==> src/rtl/sqrt_f32_sequencer.sv <==
// ============================================================================
//  Module      : sqrt_f32_sequencer
//  Description : Operand queue and sequencer in front of an external
//                single-precision square-root core. Special operands
//                (zero/denormal, +inf, NaN, negative) are answered directly
//                without starting the core. Every other operand is launched
//                into the core, and the result is taken when the core reports
//                ready, or a quiet NaN is returned when the core times out.
//                Results are held until the consumer takes them.
//
//  Ports
//    clk        : single clock, all state on the rising edge
//    rst        : asynchronous active-high reset
//    in_valid   : operand offered
//    in_ready   : operand queue can accept (not full)
//    in_a       : IEEE-754 single operand
//    out_valid  : result held
//    out_ready  : consumer accepts result
//    out_sqrt   : IEEE-754 single result
//    out_flags  : {timeout, invalid, bypass}
//    core_rst   : registered reset/start to the core (low only while waiting)
//    core_a     : registered operand to the core
//    core_rdy   : core result valid
//    core_sqrt  : core result
//
//  Revision    : 1.0  initial release
// ============================================================================
`default_nettype none

module sqrt_f32_sequencer #(
    parameter int FIFO_DEPTH = 4,
    parameter int TIMEOUT    = 1023
) (
    input  logic        clk,
    input  logic        rst,
    input  logic        in_valid,
    output logic        in_ready,
    input  logic [31:0] in_a,
    output logic        out_valid,
    input  logic        out_ready,
    output logic [31:0] out_sqrt,
    output logic [2:0]  out_flags,
    output logic        core_rst,
    output logic [31:0] core_a,
    input  logic        core_rdy,
    input  logic [31:0] core_sqrt
);

    localparam int c_PTR_W = (FIFO_DEPTH > 1) ? $clog2(FIFO_DEPTH) : 1;
    localparam int c_CNT_W = c_PTR_W + 1;
    localparam int c_TMO_W = (TIMEOUT > 1) ? $clog2(TIMEOUT + 1) : 1;

    localparam logic [c_CNT_W-1:0] c_FULL      = c_CNT_W'(FIFO_DEPTH);
    localparam logic [c_TMO_W-1:0] c_TMO_LIMIT = c_TMO_W'(TIMEOUT);

    localparam logic [31:0] c_QNAN      = 32'h7FC0_0000;
    localparam logic [31:0] c_PINF      = 32'h7F80_0000;
    localparam logic [31:0] c_MAG_MASK  = 32'h7FFF_FFFF;

    localparam logic [2:0]  c_FLAG_NONE    = 3'b000;
    localparam logic [2:0]  c_FLAG_BYPASS  = 3'b001;
    localparam logic [2:0]  c_FLAG_INVALID = 3'b010;
    localparam logic [2:0]  c_FLAG_TIMEOUT = 3'b100;

    typedef enum logic [1:0] {
        S_IDLE   = 2'd0,
        S_LAUNCH = 2'd1,
        S_WAIT   = 2'd2,
        S_HOLD   = 2'd3
    } state_t;

    state_t r_state;
    state_t w_next_state;

    // ------------------------------------------------------------------
    // Operand queue
    // ------------------------------------------------------------------
    logic [31:0]        r_mem [FIFO_DEPTH];
    logic [c_PTR_W-1:0] r_wr_ptr;
    logic [c_PTR_W-1:0] r_rd_ptr;
    logic [c_CNT_W-1:0] r_count;
    logic               w_push;
    logic               w_pop;
    logic [31:0]        w_head;

    // in_ready depends only on the registered count, so a pop in the same
    // cycle never opens a slot for a write while full.
    assign in_ready = (r_count != c_FULL);
    assign w_push   = in_valid && in_ready;
    assign w_pop    = (r_state == S_IDLE) && (r_count != '0);
    assign w_head   = r_mem[r_rd_ptr];

    always_ff @(posedge clk) begin
        if (w_push) begin
            r_mem[r_wr_ptr] <= in_a;
        end
    end

    always_ff @(posedge clk or posedge rst) begin
        if (rst) begin
            r_wr_ptr <= '0;
            r_rd_ptr <= '0;
            r_count  <= '0;
        end else begin
            if (w_push) begin
                r_wr_ptr <= r_wr_ptr + c_PTR_W'(1);
            end
            if (w_pop) begin
                r_rd_ptr <= r_rd_ptr + c_PTR_W'(1);
            end
            unique case ({w_push, w_pop})
                2'b10:   r_count <= r_count + c_CNT_W'(1);
                2'b01:   r_count <= r_count - c_CNT_W'(1);
                default: r_count <= r_count;
            endcase
        end
    end

    // ------------------------------------------------------------------
    // Special-operand classification of the queue head
    // ------------------------------------------------------------------
    logic        w_sign;
    logic [7:0]  w_exp;
    logic [22:0] w_frac;
    logic        w_bypass;
    logic [31:0] w_byp_sqrt;
    logic [2:0]  w_byp_flags;

    assign w_sign = w_head[31];
    assign w_exp  = w_head[30:23];
    assign w_frac = w_head[22:0];

    // Order matters: a zero exponent wins over the sign test, so -0 and
    // negative denormals return a signed zero rather than NaN.
    always_comb begin
        w_bypass    = 1'b1;
        w_byp_sqrt  = c_QNAN;
        w_byp_flags = c_FLAG_INVALID | c_FLAG_BYPASS;
        if (w_exp == 8'h00) begin
            w_byp_sqrt  = {w_sign, 31'h0};
            w_byp_flags = c_FLAG_BYPASS;
        end else if ((w_exp == 8'hFF) && (w_frac != '0)) begin
            w_byp_sqrt  = c_QNAN;
            w_byp_flags = c_FLAG_INVALID | c_FLAG_BYPASS;
        end else if (w_sign) begin
            w_byp_sqrt  = c_QNAN;
            w_byp_flags = c_FLAG_INVALID | c_FLAG_BYPASS;
        end else if (w_exp == 8'hFF) begin
            w_byp_sqrt  = c_PINF;
            w_byp_flags = c_FLAG_BYPASS;
        end else begin
            w_bypass = 1'b0;
        end
    end

    // ------------------------------------------------------------------
    // Sequencer FSM
    // ------------------------------------------------------------------
    logic [c_TMO_W-1:0] r_tmo_cnt;
    logic               w_tmo_hit;
    logic               w_wait_exit;

    assign w_tmo_hit   = (r_tmo_cnt == c_TMO_LIMIT);
    assign w_wait_exit = core_rdy || w_tmo_hit;

    always_ff @(posedge clk or posedge rst) begin
        if (rst) begin
            r_state <= S_IDLE;
        end else begin
            r_state <= w_next_state;
        end
    end

    always_comb begin
        w_next_state = r_state;
        unique case (r_state)
            S_IDLE: begin
                if (w_pop) begin
                    w_next_state = w_bypass ? S_HOLD : S_LAUNCH;
                end
            end
            S_LAUNCH: begin
                w_next_state = S_WAIT;
            end
            S_WAIT: begin
                if (w_wait_exit) begin
                    w_next_state = S_HOLD;
                end
            end
            S_HOLD: begin
                if (out_ready) begin
                    w_next_state = S_IDLE;
                end
            end
            default: begin
                w_next_state = S_IDLE;
            end
        endcase
    end

    // ------------------------------------------------------------------
    // Datapath registers
    // ------------------------------------------------------------------
    logic [31:0] r_out_sqrt;
    logic [2:0]  r_out_flags;
    logic        r_core_rst;
    logic [31:0] r_core_a;

    always_ff @(posedge clk or posedge rst) begin
        if (rst) begin
            r_out_sqrt  <= '0;
            r_out_flags <= '0;
            r_core_rst  <= 1'b1;
            r_core_a    <= '0;
            r_tmo_cnt   <= '0;
        end else begin
            // Core is released only while the sequencer is in WAIT.
            r_core_rst <= (w_next_state != S_WAIT);

            unique case (r_state)
                S_IDLE: begin
                    if (w_pop) begin
                        if (w_bypass) begin
                            r_out_sqrt  <= w_byp_sqrt;
                            r_out_flags <= w_byp_flags;
                        end else begin
                            // Held unchanged through LAUNCH and WAIT.
                            r_core_a <= w_head;
                        end
                    end
                end
                S_LAUNCH: begin
                    r_tmo_cnt <= '0;
                end
                S_WAIT: begin
                    if (core_rdy) begin
                        // A core result always reports a positive root.
                        r_out_sqrt  <= core_sqrt & c_MAG_MASK;
                        r_out_flags <= c_FLAG_NONE;
                    end else if (w_tmo_hit) begin
                        r_out_sqrt  <= c_QNAN;
                        r_out_flags <= c_FLAG_TIMEOUT;
                    end else begin
                        // Not advanced on the exit cycle, so the counter
                        // never wraps past TIMEOUT.
                        r_tmo_cnt <= r_tmo_cnt + c_TMO_W'(1);
                    end
                end
                S_HOLD: begin
                    if (out_ready) begin
                        r_tmo_cnt <= '0;
                    end
                end
                default: begin
                    r_tmo_cnt <= '0;
                end
            endcase
        end
    end

    assign out_valid = (r_state == S_HOLD);
    assign out_sqrt  = r_out_sqrt;
    assign out_flags = r_out_flags;
    assign core_rst  = r_core_rst;
    assign core_a    = r_core_a;

endmodule

`default_nettype wire

==> config.mk <==
export PLATFORM = sky130hd
export DESIGN_NAME = sqrt_f32_sequencer
export DESIGN_NICKNAME = d
export VERILOG_FILES = /design/src/rtl/sqrt_f32_sequencer.sv
export SDC_FILE = /design/constraint.sdc
export NUM_CORES = 1
export LEC_CHECK = 0
export BUFFER_PORTS_ARGS = -buffer_cell sky130_fd_sc_hd__buf_2
export CORE_MARGIN = 1
export CORE_UTILIZATION = 45
export CTS_CLUSTER_DIAMETER = 150
export DETAILED_ROUTE_END_ITERATION = 7
export GPL_TIMING_DRIVEN = 1
export PLACE_DENSITY = 0.72
export SLEW_MARGIN = 20
export SYNTH_ARGS = -nofsm -noshare
export SYNTH_HDL_FRONTEND = slang
export SYNTH_SLANG_ARGS = --single-unit
export TNS_END_PERCENT = 10
==> constraint.sdc <==
create_clock -name clk -period 6 [get_ports clk]
set_clock_uncertainty 0.05 [all_clocks]
set_input_delay 0.6 -clock clk [delete_from_list [all_inputs] [get_ports clk]]
set_output_delay 0.6 -clock clk [all_outputs]
set_load 0.005 [all_outputs]
# Word-level counts from Yosys, hierarchy flattened
# Memory sizes are Yosys's and may differ from the RTL's.
# Cells that the tools add are included.
# W data, S select, Z words.
[word_totals]
romBits = 0
latch_bits = 0
wordCells = 79
ram_bits = 128
out_inout_bits = 70
regBits = 87
memories = 1
[op_classes]
mul = 0
n_div = 0
n_mux = 34
eq_ne = 15
n_bitwise = 1
n_reduce_logical = 14
n_shift = 0
addsub = 5
order_cmp = 0
[memory_table]
columns = ["name", "depth", "width", "rd", "rd_clocked_by_memory_dff", "wr", "line", "text"]
rows = [
  ["r_mem", 4, 32, 1, 0, 1, "78", "logic [31:0] r_mem [FIFO_DEPTH];"],
]
[op_table]
columns = ["cell", "n"]
rows = [
  ["$mux W32", 5],
  ["$mux W23", 3],
  ["$pmux W32 S2", 1],
  ["$mux W10", 3],
  ["$pmux W10 S3", 1],
  ["$reduce_bool A23 Y1", 1],
  ["$mux W2", 8],
  ["$mux W3", 4],
  ["$pmux W3 S2", 2],
  ["$add A10 B1 Y10 const B", 1],
  ["$eq A10 B10 Y1 const B", 1],
  ["$ne A2 B2 Y1 const B", 5],
  ["$eq A8 B8 Y1 const B", 1],
  ["$logic_not A8 Y1", 1],
  ["$pmux W2 S4", 1],
  ["$reduce_and A4 Y1", 2],
  ["$eq A2 B2 Y1 const B", 3],
  ["$mux W1", 6],
  ["$ne A3 B3 Y1 const B", 2],
  ["$reduce_bool A3 Y1", 2],
  ["$add A2 B1 Y2 const B", 2],
  ["$eq A2 B1 Y1 const B", 2],
  ["$reduce_bool A2 Y1", 2],
  ["$add A3 B1 Y3 const B", 1],
  ["7 further kinds", 9],
]

# Longest topological paths before layout
# Gate-level depths: netlist of the first run.
# An unclocked memory read counts as a cell.
[logic_depth]
ltp_word = 10
ltp_mapped = 9

# Worst setup path after synthesis of the first run
# Ideal clock, no wire load.
[synth_path]
path_type = "reg-to-reg"
start = "register r_rd_ptr[1]"
end = "register r_out_flags[1], in the netlist out_flags[1]"
arrival_ns = 2.266
path_stages_with_launch = 8
required_ns = 5.825
setup_slack_ns = 3.559
setup_ns = 0.125
n_path_buf = 2
cell_sequence = "dfrtp_1 buf_2 buf_1 mux4_2 nor4_2 nand4_1 o311a_1 mux2_2"
[synth_via]
elab_chain_len = 9
[synth_rtl]
columns = ["item", "line", "text"]
rows = [
  ["from (decl)", "80", "logic [c_PTR_W-1:0] r_rd_ptr;"],
  ["from (signal assigned)", "109", "r_rd_ptr <= r_rd_ptr + c_PTR_W'(1);"],
  ["$mem_v2 Z4 W32 *", "--", ""],
  ["$eq A8 B8 Y1", "142, 148", ""],
  ["$mux W2", "148", "end else if (w_exp == 8'hFF) begin"],
  ["$mux W2", "145", "end else if (w_sign) begin"],
  ["$mux W2", "142", "end else if ((w_exp == 8'hFF) && (w_frac != '0)) begin"],
  ["$mux W2", "139", "if (w_exp == 8'h00) begin"],
  ["$mux W3", "223", "if (w_bypass) begin"],
  ["$mux W3", "222", "if (w_pop) begin"],
  ["$pmux W3 S2", "220", "unique case (r_state)"],
  ["to (signal assigned)", "225", "r_out_flags <= w_byp_flags;"],
  ["to (signal assigned)", "239", "r_out_flags <= c_FLAG_NONE;"],
  ["to (signal assigned)", "242", "r_out_flags <= c_FLAG_TIMEOUT;"],
  ["to (decl)", "205", "logic [2:0] r_out_flags;"],
]
# Mark *: on every way between the ends. The rest lies on a longest branch, timed or not. The select of a mux whose other input is x is not followed.
# A chain may end at the register's enable or synchronous reset.

# Final worst setup path of the first run
[layout_path]
start = "register r_rd_ptr[0]"
end = "register r_out_flags[1], in the netlist out_flags[1]"
# Same word-level chain as after synthesis.

==> results of run 1 <==
critical path, cell delays in order (launching register included):
cell	delay, ns
sky130_fd_sc_hd__dfrtp_2	0.73
sky130_fd_sc_hd__buf_4	0.45
sky130_fd_sc_hd__mux4_1	0.68
sky130_fd_sc_hd__nand4_1	0.13
sky130_fd_sc_hd__or2_2	0.15
sky130_fd_sc_hd__nand3_2	0.09
sky130_fd_sc_hd__a21oi_4	0.83
sky130_fd_sc_hd__mux2_2	0.42
layout by cell type (no fill, tap or decap), drive strengths merged:
cell type / netlist / final
bufinv: 0 / 3
and2: 5 / 5
dfstp: 1 / 1
and4: 1 / 1
a31o: 1 / 1
mux2i: 10 / 10
nand2: 11 / 11
clkbuf: 4 / 36
nor3: 2 / 2
ha: 6 / 6
xnor2: 5 / 5
mux2: 36 / 36
o311a: 1 / 1
a21oi: 5 / 5
edfxtp: 128 / 128
a22o: 22 / 22
xor2: 8 / 8
dfrtp: 86 / 86
fa: 1 / 1
inv: 18 / 19
mux4: 32 / 32
nand4: 5 / 5
or3: 1 / 1
nor2: 13 / 13
o21a: 1 / 1
and3: 7 / 7
nand2b: 4 / 4
o21ai: 11 / 11
or2: 1 / 1
nand3: 8 / 8
nor4: 8 / 8
buf: 14 / 143
a41oi: 1 / 1
clkinv: 0 / 2
nor2b: 1 / 1
through the flow:
step | area [µm²] | setup WS, ns | util [%] | power, mW | hold slack, ns
floorplan | 8410 | 3.10 | - | 3.20 | 0.414
global placement | 9290 | 2.39 | 51.2 | 3.63 | 0.415
detailed placement | 9290 | 2.27 | 51.2 | 3.70 | 0.428
CTS | 10100 | 2.25 | 55.5 | 5.16 | 0.0879
global route | 10100 | 2.06 | 55.5 | 5.37 | 0.119
finish | 10100 | 2.33 | 55.5 | 5.09 | 0.0787
flip-flops by register name (all words and copies together) (netlist names):
register	cells
out_flags	3
r_state	2
r_count	3
core_a	32
r_rd_ptr	2
r_mem	128
core_rst	1
r_tmo_cnt	10
r_wr_ptr	2
out_sqrt	32
cell families after synthesis:
kind of cell,Yosys count,share of synthesized area (%)
AND/OR/NAND/NOR,67,4.58
buffers and inverters,36,2.52
multiplexers,78,15.0
XOR/XNOR,13,1.35
AO/OA/AOI/OAI,42,3.80
adder cells (fa/ha/maj),7,1.13
flip-flops,215,71.6
power by group:
group / total [mW] / switching (mW) / internal, mW
clock network: 1.44 / 0.543 / 0.897
registers: 2.24 / 0.210 / 2.03
logic: 1.41 / 0.723 / 0.691
per-layer routing:
metal / GRT usage, % / up-vias
met3: 4.56 / 25
met1: 22.1 / 2270
li1: - / 2078
met4: 3.33 / 2
met2: 30.2 / 156
met5: 0 / -
worst paths after layout:
check / slack [ns] / depth (start not counted) / end
worst max register to register: 2.33 / 7 / out_flags[1]
worst min register to register: 0.44 / 1 / out_sqrt[2]
worst max-delay path: 2.33 / 7 / out_flags[1]
worst min-delay path: 0.08 / 2 / core_a[31]
min in group clk: 0.25 / 1 / r_mem[1][2]
max in group asynchronous: 4.67 / 3 / r_rd_ptr[0]
final cells by class:
type | count | area [µm²] | area share (%)
Clock inverter | 6 | 126 | 1.25
Tap cell | 229 | 287 | 2.84
Timing Repair Buffer | 143 | 731 | 7.25
Clock buffer | 36 | 664 | 6.59
Inverter | 18 | 68.8 | 0.683
Multi-Input combinational cell | 207 | 2180 | 21.6
Sequential cell | 215 | 6020 | 59.8
==> results.json, run 1 <==
{
  "num_vias": 4531,
  "met3_wirelength_mm": 1.14,
  "io_buffers": 137,
  "fillCellCount": 1456,
  "max_freq_mhz": 272,
  "timing.critical_path.to_type": "flip-flop",
  "run_status": "finished with violations",
  "static-leakage-power_nw": 4.16,
  "io_pins": 139,
  "postSynthCellCount": 458,
  "fp.dieArea_um2": 19200,
  "finalHoldViolCount": 0,
  "instances_no_fill": 854,
  "async_reset_ff_share_pct": 40.5,
  "post_route_clock_period_utilization_pct": 61.2,
  "postCtsSetupRepairBufs": 0,
  "synth_edf_count": 128,
  "drt.antenna.violating_nets": 0,
  "clock_insertion_delay_worst_skew_ns": 0.51,
  "ir_worst_vdd_v": 0.000297,
  "die_height_um": 139,
  "synth_top_area_share_pct": 45.7,
  "yosys_register_bits": 215,
  "die_w_um": 139,
  "synth_area_um2": 8410,
  "synthMostInstantiatedCell": "sky130_fd_sc_hd__edfxtp_1",
  "topRoutingLayerUsed": "met5",
  "critical_path.reg2reg.startpoint": "r_rd_ptr[0]",
  "worst_ep_arrival_time_ns": 4.00,
  "cts.sink_count": 215,
  "ys_seq_area_share_pct": 71.6,
  "commonest_cells_post_synth": "128 x sky130_fd_sc_hd__edfxtp_1, 86 x sky130_fd_sc_hd__dfrtp_1, 32 x sky130_fd_sc_hd__mux2_2, 23 x sky130_fd_sc_hd__mux4_2, 22 x sky130_fd_sc_hd__a22o_1",
  "dp_hpwl_mm": 10.5,
  "power.density_cell_area_nw_per_um2": 505,
  "grt_pass1_vias": 4846,
  "setup_viol": 0,
  "first_pass_grt_wire_length_mm": 25.9,
  "antenna_diode_count": 0,
  "ys.warnings.count": 0,
  "cts.reportedPaths.clkPinSlew_ns": 0.06,
  "dpl.cell_count": 812,
  "num_cts_buffers": 23,
  "clockBufferDepth": 3,
  "worst_setup_path_start_kind": "flip-flop",
  "floorplan.initialDensity_pct": 46.3,
  "grt_use_total_pct": 17.3,
  "synth_flop_cell": "sky130_fd_sc_hd__edfxtp_1",
  "route.layer.met1.wl_mm": 6.87,
  "synthDominantAreaCellType": "sky130_fd_sc_hd__edfxtp_1",
  "fp.coreArea_um2": 18100,
  "area_growth_syn_to_layout_pct": 19.9,
  "critical_path.max_fanout": 36,
  "worst_pin_slew_ns": 1.06,
  "placement_rows": 49,
  "cts_htree_levels": 1,
  "gp_routability_congestion": 0.845,
  "grt.overflow.total": 0,
  "violations": "design-rule violations",
  "rsz0062_at_grt": "no",
  "hold_path.class": "input port to async pin",
  "totalNegativeSetupSlack_ns": 0,
  "antenna_found_initial": 1,
  "drive_above_1_share_pct": 39.2,
  "post_synth_num_cell_types": 44,
  "met2WireLength_mm": 7.86,
  "synth.net_count": 534,
  "final_net_count": 684,
  "clk_root_buffer_cell": "sky130_fd_sc_hd__clkbuf_16",
  "worst-setup-path-type": "flip-flop to flip-flop",
  "report.final.slew_viol_count": 0,
  "drt_wl_total_mm": 16.1,
  "drt_first_iter_violations": 274,
  "routed_wire_length_per_instance_um": 18.8,
  "post-route-drc-count": 18,
  "slew-limit-headroom_pct": 29.4,
  "finalWorstPathRequiredPeriod_ns": 3.67,
  "syn-mean-instance-area_um2": 18.4,
  "grt_start_max_net_pins": 55,
  "worstSetupStartpoint": "r_rd_ptr[0]",
  "tritoncts_clock_tree": "done",
  "avgViaCountPerCell": 5.31,
  "drv_cap": 0,
  "cts-hold-fix-buffers": 0,
  "synthTopCellsByArea": "sky130_fd_sc_hd__edfxtp_1 46%, sky130_fd_sc_hd__dfrtp_1 26%, sky130_fd_sc_hd__mux4_2 6.2%",
  "drt_first_pass_iters": 7,
  "postcts_resize_cnt": 0,
  "worstPathRequired_ns": 6.33
}
Note: power is estimated with default switching activity, not from simulation.
==> run 2, diff against run 1 <==
Settings changed: ABC_AREA set to 1, PLACE_DENSITY 0.72 to 0.74.
Clock period 6 ns to 3.07 ns, I/O delays scaled along.
==> run 2 against run 1 <==
The run now ends clean. Die area is 4.7% higher. Clock-buffer cell count is 8 lower. Cell count is 56% higher. Clock power is 84% higher. Maximum frequency is 35% higher. Critical path depth is 4 higher. Non-clock buffer count is 67 higher. Critical path type unchanged. Largest cell class unchanged.
==> results.json, run 2 <==
{
  "drv_cap": 0,
  "syn-mean-instance-area_um2": 10.3,
  "gp_routability_congestion": 0.845,
  "ir_worst_vdd_v": 0.000553,
  "worst_hold_depth": 2,
  "antenna_found_initial": 0,
  "post-route-drc-count": 0,
  "floorplan.initialDensity_pct": 46.5,
  "die_w_um": 142,
  "setup_viol": 0,
  "avgViaCountPerCell": 4.98,
  "ys_seq_area_share_pct": 68.3,
  "postSynthCellCount": 857,
  "ys.warnings.count": 0,
  "rsz0062_at_grt": "no",
  "critical-path-top-cell-by-count": "sky130_fd_sc_hd__nand2_1",
  "finalWorstPathRequiredPeriod_ns": 2.72,
  "slew-limit-headroom_pct": 48.2,
  "worstPathRequired_ns": 3.45,
  "cts-hold-fix-buffers": 55,
  "critical_path.reg2reg.startpoint": "r_rd_ptr[0]",
  "crit_chain": "inv_2 -> nand2_1 -> nand3_1 -> nand2_1 -> nand2_1 -> nor2_1 -> nand2_2 -> nand3_4 -> o21bai_4 -> nand2_1 -> nand2_1",
  "worst_setup_path_start_kind": "flip-flop",
  "io_pins": 139,
  "totalNegativeSetupSlack_ns": 0,
  "hold_path.class": "input port to flip-flop",
  "timing.critical_path.to_type": "flip-flop",
  "synthDominantAreaCellType": "sky130_fd_sc_hd__edfxtp_1",
  "first_pass_grt_wire_length_mm": 31.6,
  "max_reg_flops": 128,
  "synth_top_area_share_pct": 43.6,
  "postCtsSetupRepairBufs": 0,
  "min_to": "r_state[0]",
  "async_reset_ff_share_pct": 40.5,
  "power.density_cell_area_nw_per_um2": 969,
  "r2r-end": "out_sqrt[11]",
  "clockBufferDepth": 3,
  "worst_ep_arrival_time_ns": 3.09,
  "run_status": "finished, final reports clean",
  "dp_hpwl_mm": 12.4,
  "hold_path_startpoint": "out_ready",
  "holdWs_ns": 0.0497,
  "grt.overflow.total": 0,
  "report.final.slew_viol_count": 0,
  "worst_pin_slew_ns": 0.774,
  "post_synth_num_cell_types": 28,
  "postcts_resize_cnt": 0,
  "rr_worst_depth": 11,
  "synth_edf_count": 128,
  "critPathBufInv": 1,
  "commonest_cells_post_synth": "354 x sky130_fd_sc_hd__nand2_1, 128 x sky130_fd_sc_hd__edfxtp_1, 86 x sky130_fd_sc_hd__dfrtp_1, 71 x sky130_fd_sc_hd__nand3_1, 63 x sky130_fd_sc_hd__nor2_1",
  "drt_first_pass_iters": 5,
  "layout.cells.most_common_list": "354 x sky130_fd_sc_hd__nand2_1, 137 x sky130_fd_sc_hd__buf_2, 128 x sky130_fd_sc_hd__edfxtp_1",
  "grt_use_total_pct": 19.9,
  "stdcell_area_um2": 11100,
  "top_register": "r_mem",
  "layout.core_utilization_pct": 58.6,
  "critical_path.max_fanout": 35,
  "num_vias": 6622,
  "clk_root_buffer_cell": "sky130_fd_sc_hd__clkbuf_16",
  "worst-setup-path-type": "flip-flop to flip-flop",
  "synthTopCellsByArea": "sky130_fd_sc_hd__edfxtp_1 44%, sky130_fd_sc_hd__dfrtp_1 24%, sky130_fd_sc_hd__nand2_1 15%",
  "yosys_register_bits": 215,
  "synth_area_um2": 8810,
  "cts.sink_count": 215,
  "synth.net_count": 933,
  "synthMostInstantiatedCell": "sky130_fd_sc_hd__nand2_1",
  "cts.reportedPaths.clkPinSlew_ns": 0.06,
  "placedInstanceArea_um2": 9820,
  "drt_wl_total_mm": 19.8,
  "rrSetupSlack_ns": 0.35,
  "fp.coreArea_um2": 19000,
  "cts_htree_levels": 1,
  "finalHoldViolCount": 0,
  "post_route_clock_period_utilization_pct": 88.6,
  "area_growth_syn_to_layout_pct": 26.0,
  "placement_rows": 50,
  "final_net_count": 1131,
  "critPathMaxStageDelay_ns": 0.63,
  "static-leakage-power_nw": 4.95,
  "design_power_total_mw": 10.8,
  "drt.antenna.violating_nets": 0,
  "num_cts_buffers": 22,
  "tritoncts_clock_tree": "done",
  "critical_path_cell_with_the_highest_stage_delay": "sky130_fd_sc_hd__o21bai_4",
  "timing.critical_path.max_delay_family": "simple AND/OR/NAND/NOR gates",
  "routed_wire_length_per_instance_um": 14.9,
  "grt_start_max_net_pins": 51,
  "antenna_diode_count": 0,
  "fp.dieArea_um2": 20100,
  "clock_insertion_delay_worst_skew_ns": 0.50,
  "most_common_cell_after_layout_fill_and_taps_aside": "sky130_fd_sc_hd__nand2_1",
  "io_buffers": 137,
  "drt_first_iter_violations": 497,
  "synth_flop_cell": "sky130_fd_sc_hd__edfxtp_1",
  "max_freq_mhz": 368,
  "die_height_um": 142,
  "drive_above_1_share_pct": 19.3,
  "grt_pass1_vias": 6321
}
## run 2: routing by layer
layer,GRT usage [%],up-vias,share of wire (%)
li1,-,3221,-
met1,26.2,3129,43
met5,0,-,0
met2,34.2,242,48
met3,3.90,30,7.4
met4,4.36,0,1.8
## run 2: per-stage QoR
stage	worst slack, ns	std cells
finish	0.351	1329
global route	0.0844	1329
global placement	0.486	1236
detailed placement	0.434	1236
CTS	0.423	1329
floorplan	0.464	857
## run 2: area by class of cell
class / count / area, µm²
clock inverter: 10 / 97.6
fill: 1535 / 7860
clock buffer: 28 / 634
tap: 260 / 325
timing repair buffer: 210 / 1400
inverter: 34 / 129
sequential: 215 / 6020
multi-input combinational: 572 / 2490
## run 2: cell families (layout without fill, tap and decap cells)
logic type / Yosys count / count (layout) / share of synthesized area (%)
AO/OA/AOI/OAI: 60 / 60 / 3.68
XOR/XNOR: 7 / 7 / 0.696
adder cells (fa/ha/maj): 7 / 7 / 1.08
buffers and inverters: 70 / 282 / 3.58
flip-flops: 215 / 215 / 68.3
AND/OR/NAND/NOR: 498 / 498 / 22.6
## run 2: worst max path at each step
stage,from,to,cells after the start
4_1_cts,r_rd_ptr[0],out_sqrt[28],11
5_1_grt,r_rd_ptr[0],out_sqrt[25],12
6_report,r_rd_ptr[0],out_sqrt[11],11
2_1_floorplan,rst,core_a[0],1
3_5_place_dp,r_rd_ptr[0],out_sqrt[28],11
3_3_place_gp,r_rd_ptr[0],out_sqrt[25],11
## run 2: where the power goes
part	internal (mW)	total, mW	switching [mW]
clock	1.56	2.65	1.09
combinational	1.29	3.81	2.52
sequential	3.92	4.29	0.376
==> run 3, diff against run 2 <==
Settings changed: CELL_PAD_IN_SITES_DETAIL_PLACEMENT set to 2, CELL_PAD_IN_SITES_GLOBAL_PLACEMENT set to 2, CORE_UTILIZATION 45 to 32, CTS_CLUSTER_SIZE set to 40, PLACE_DENSITY 0.74 to 0.81.
==> run 3 against run 2 <==
First-iteration DRC count shrank 45%. Largest power group unchanged. Critical path type unchanged. Maximum frequency up 1.2%. Register-to-register slack better by 0.03 ns. Combinational power rose by 8.9%. Routed wire length up 32%. Sequential cell count unchanged.
==> results.json, run 3 (same netlist as run 2, synthesis figures left out) <==
{
  "io_pins": 139,
  "max_freq_mhz": 372,
  "cts.sink_count": 215,
  "worst_ep_arrival_time_ns": 3.05,
  "static-leakage-power_nw": 4.74,
  "placedInstanceArea_um2": 9970,
  "slew-limit-headroom_pct": 49.5,
  "power.density_cell_area_nw_per_um2": 923,
  "drt_wl_total_mm": 26.2,
  "dp_hpwl_mm": 17.4,
  "drive_above_1_share_pct": 17.6,
  "drt.antenna.violating_nets": 0,
  "placement_rows": 60,
  "top_register": "r_mem",
  "crit_chain": "buf_4 -> nand2_1 -> nand3_1 -> nand2_1 -> nand2_1 -> nor2_1 -> nand2_2 -> nand3_4 -> nor2_4 -> buf_4 -> nor2_1 -> a21oi_1",
  "finalWorstPathRequiredPeriod_ns": 2.69,
  "clk_root_buffer_cell": "sky130_fd_sc_hd__clkbuf_16",
  "critical-path-top-cell-by-count": "sky130_fd_sc_hd__nand2_1",
  "fp.coreArea_um2": 27000,
  "cts_htree_levels": 1,
  "grt_pass1_vias": 7649,
  "final_net_count": 1120,
  "ir_worst_vdd_v": 0.000404,
  "die_w_um": 168,
  "grt_use_total_pct": 19.1,
  "layout.cells.most_common_list": "354 x sky130_fd_sc_hd__nand2_1, 137 x sky130_fd_sc_hd__buf_2, 128 x sky130_fd_sc_hd__edfxtp_1",
  "postcts_resize_cnt": 0,
  "hold_path.class": "input port to flip-flop",
  "drt_first_iter_violations": 272,
  "grt.overflow.total": 0,
  "most_common_cell_after_layout_fill_and_taps_aside": "sky130_fd_sc_hd__nand2_1",
  "io_buffers": 137,
  "num_cts_buffers": 9,
  "setup_viol": 0,
  "first_pass_grt_wire_length_mm": 41.9,
  "antenna_found_initial": 2,
  "gp_routability_congestion": 0.739,
  "clockBufferDepth": 3,
  "tritoncts_clock_tree": "done",
  "design_power_total_mw": 9.93,
  "routed_wire_length_per_instance_um": 18.9,
  "layout.core_utilization_pct": 39.9,
  "timing.critical_path.to_type": "flip-flop",
  "worst_setup_path_start_kind": "flip-flop",
  "cts.reportedPaths.clkPinSlew_ns": 0.15,
  "rsz0062_at_grt": "no",
  "finalHoldViolCount": 0,
  "die_height_um": 168,
  "drt_first_pass_iters": 4,
  "totalNegativeSetupSlack_ns": 0,
  "grt_start_max_net_pins": 54,
  "critPathMaxStageDelay_ns": 0.43,
  "worst-setup-path-type": "flip-flop to flip-flop",
  "worstPathRequired_ns": 3.43,
  "critical_path.max_fanout": 44,
  "drv_cap": 0,
  "area_growth_syn_to_layout_pct": 22.2,
  "rrSetupSlack_ns": 0.38,
  "max_reg_flops": 128,
  "num_vias": 6754,
  "critical_path_cell_with_the_highest_stage_delay": "sky130_fd_sc_hd__buf_4",
  "run_status": "finished, final reports clean",
  "floorplan.initialDensity_pct": 32.7,
  "post-route-drc-count": 0,
  "cts-hold-fix-buffers": 52,
  "worst_pin_slew_ns": 0.757,
  "postCtsSetupRepairBufs": 0,
  "holdWs_ns": 0.0191,
  "post_route_clock_period_utilization_pct": 87.5,
  "avgViaCountPerCell": 4.86,
  "report.final.slew_viol_count": 0,
  "stdcell_area_um2": 10800,
  "clock_insertion_delay_worst_skew_ns": 0.49,
  "fp.dieArea_um2": 28200
}
[run 3: changes by cell type in the layout (fill, tap and decap cells not counted), moves of 3 or more]
| cell | change |
|---|---|
| sky130_fd_sc_hd__clkbuf_16 | -14 |
| sky130_fd_sc_hd__clkbuf_8 | -4 |
| sky130_fd_sc_hd__buf_4 | +3 |
| sky130_fd_sc_hd__clkinv_2 | -3 |
| sky130_fd_sc_hd__clkinvlp_4 | -3 |
| sky130_fd_sc_hd__dlygate4sd3_1 | -3 |
| sky130_fd_sc_hd__inv_6 | -3 |
[run 3: final timing paths]
check	start	endpoint	depth (start not counted)
hold / removal	in_a[10]	r_mem[0][10]	1
max in group asynchronous	rst	core_rst	4
hold reg to reg	out_sqrt[16]	out_sqrt[16]	2
setup / recovery	r_rd_ptr[0]	core_a[28]	12
min in group asynchronous	rst	core_a[3]	3
setup reg to reg	r_rd_ptr[0]	core_a[28]	12
[run 3: metal layers]
layer  track usage, %  share of wire [%]  up-vias  wire length (µm)
met3             2.40                3.4       25               879
met1             23.1                 43     3423             11300
met2             36.0                 52      136             13600
li1                 -                  -     3170                 -
met4             4.07                1.4        0               371
met5                0                  0        -                 0
[run 3: final cells by class]
class | count | area (µm²)
Tap cell | 341 | 427
Inverter | 34 | 130
Clock buffer | 12 | 236
Clock inverter | 1 | 30.0
Sequential cell | 215 | 6020
Fill cell | 2900 | 16200
Multi-Input combinational cell | 572 | 2480
Timing Repair Buffer | 212 | 1430
Antenna cell | 2 | 5.00
[run 3: critical path: cells and delay by family, from the launching register on]
family | cells | cell delay [ns]
DFF | 1 | 0.40
and+or+nand+nor | 9 | 1.22
buffers and inverters | 2 | 0.74
AOI/OAI and AO/OA | 1 | 0.16
[run 3: where the power goes]
| group | leakage, nW | internal, mW | switching (mW) |
|---|---|---|---|
| combinational | 2.38 | 1.37 | 2.78 |
| sequential | 2.23 | 3.91 | 0.398 |
| clock | 0.126 | 0.570 | 0.909 |
[run 3: per-stage QoR]
stage	setup slack, ns	cells
after floorplan	0.464	857
after global placement	0.594	1322
after detailed placement	0.388	1322
after CTS	0.284	1387
after global routing	0.151	1389
final	0.383	1389
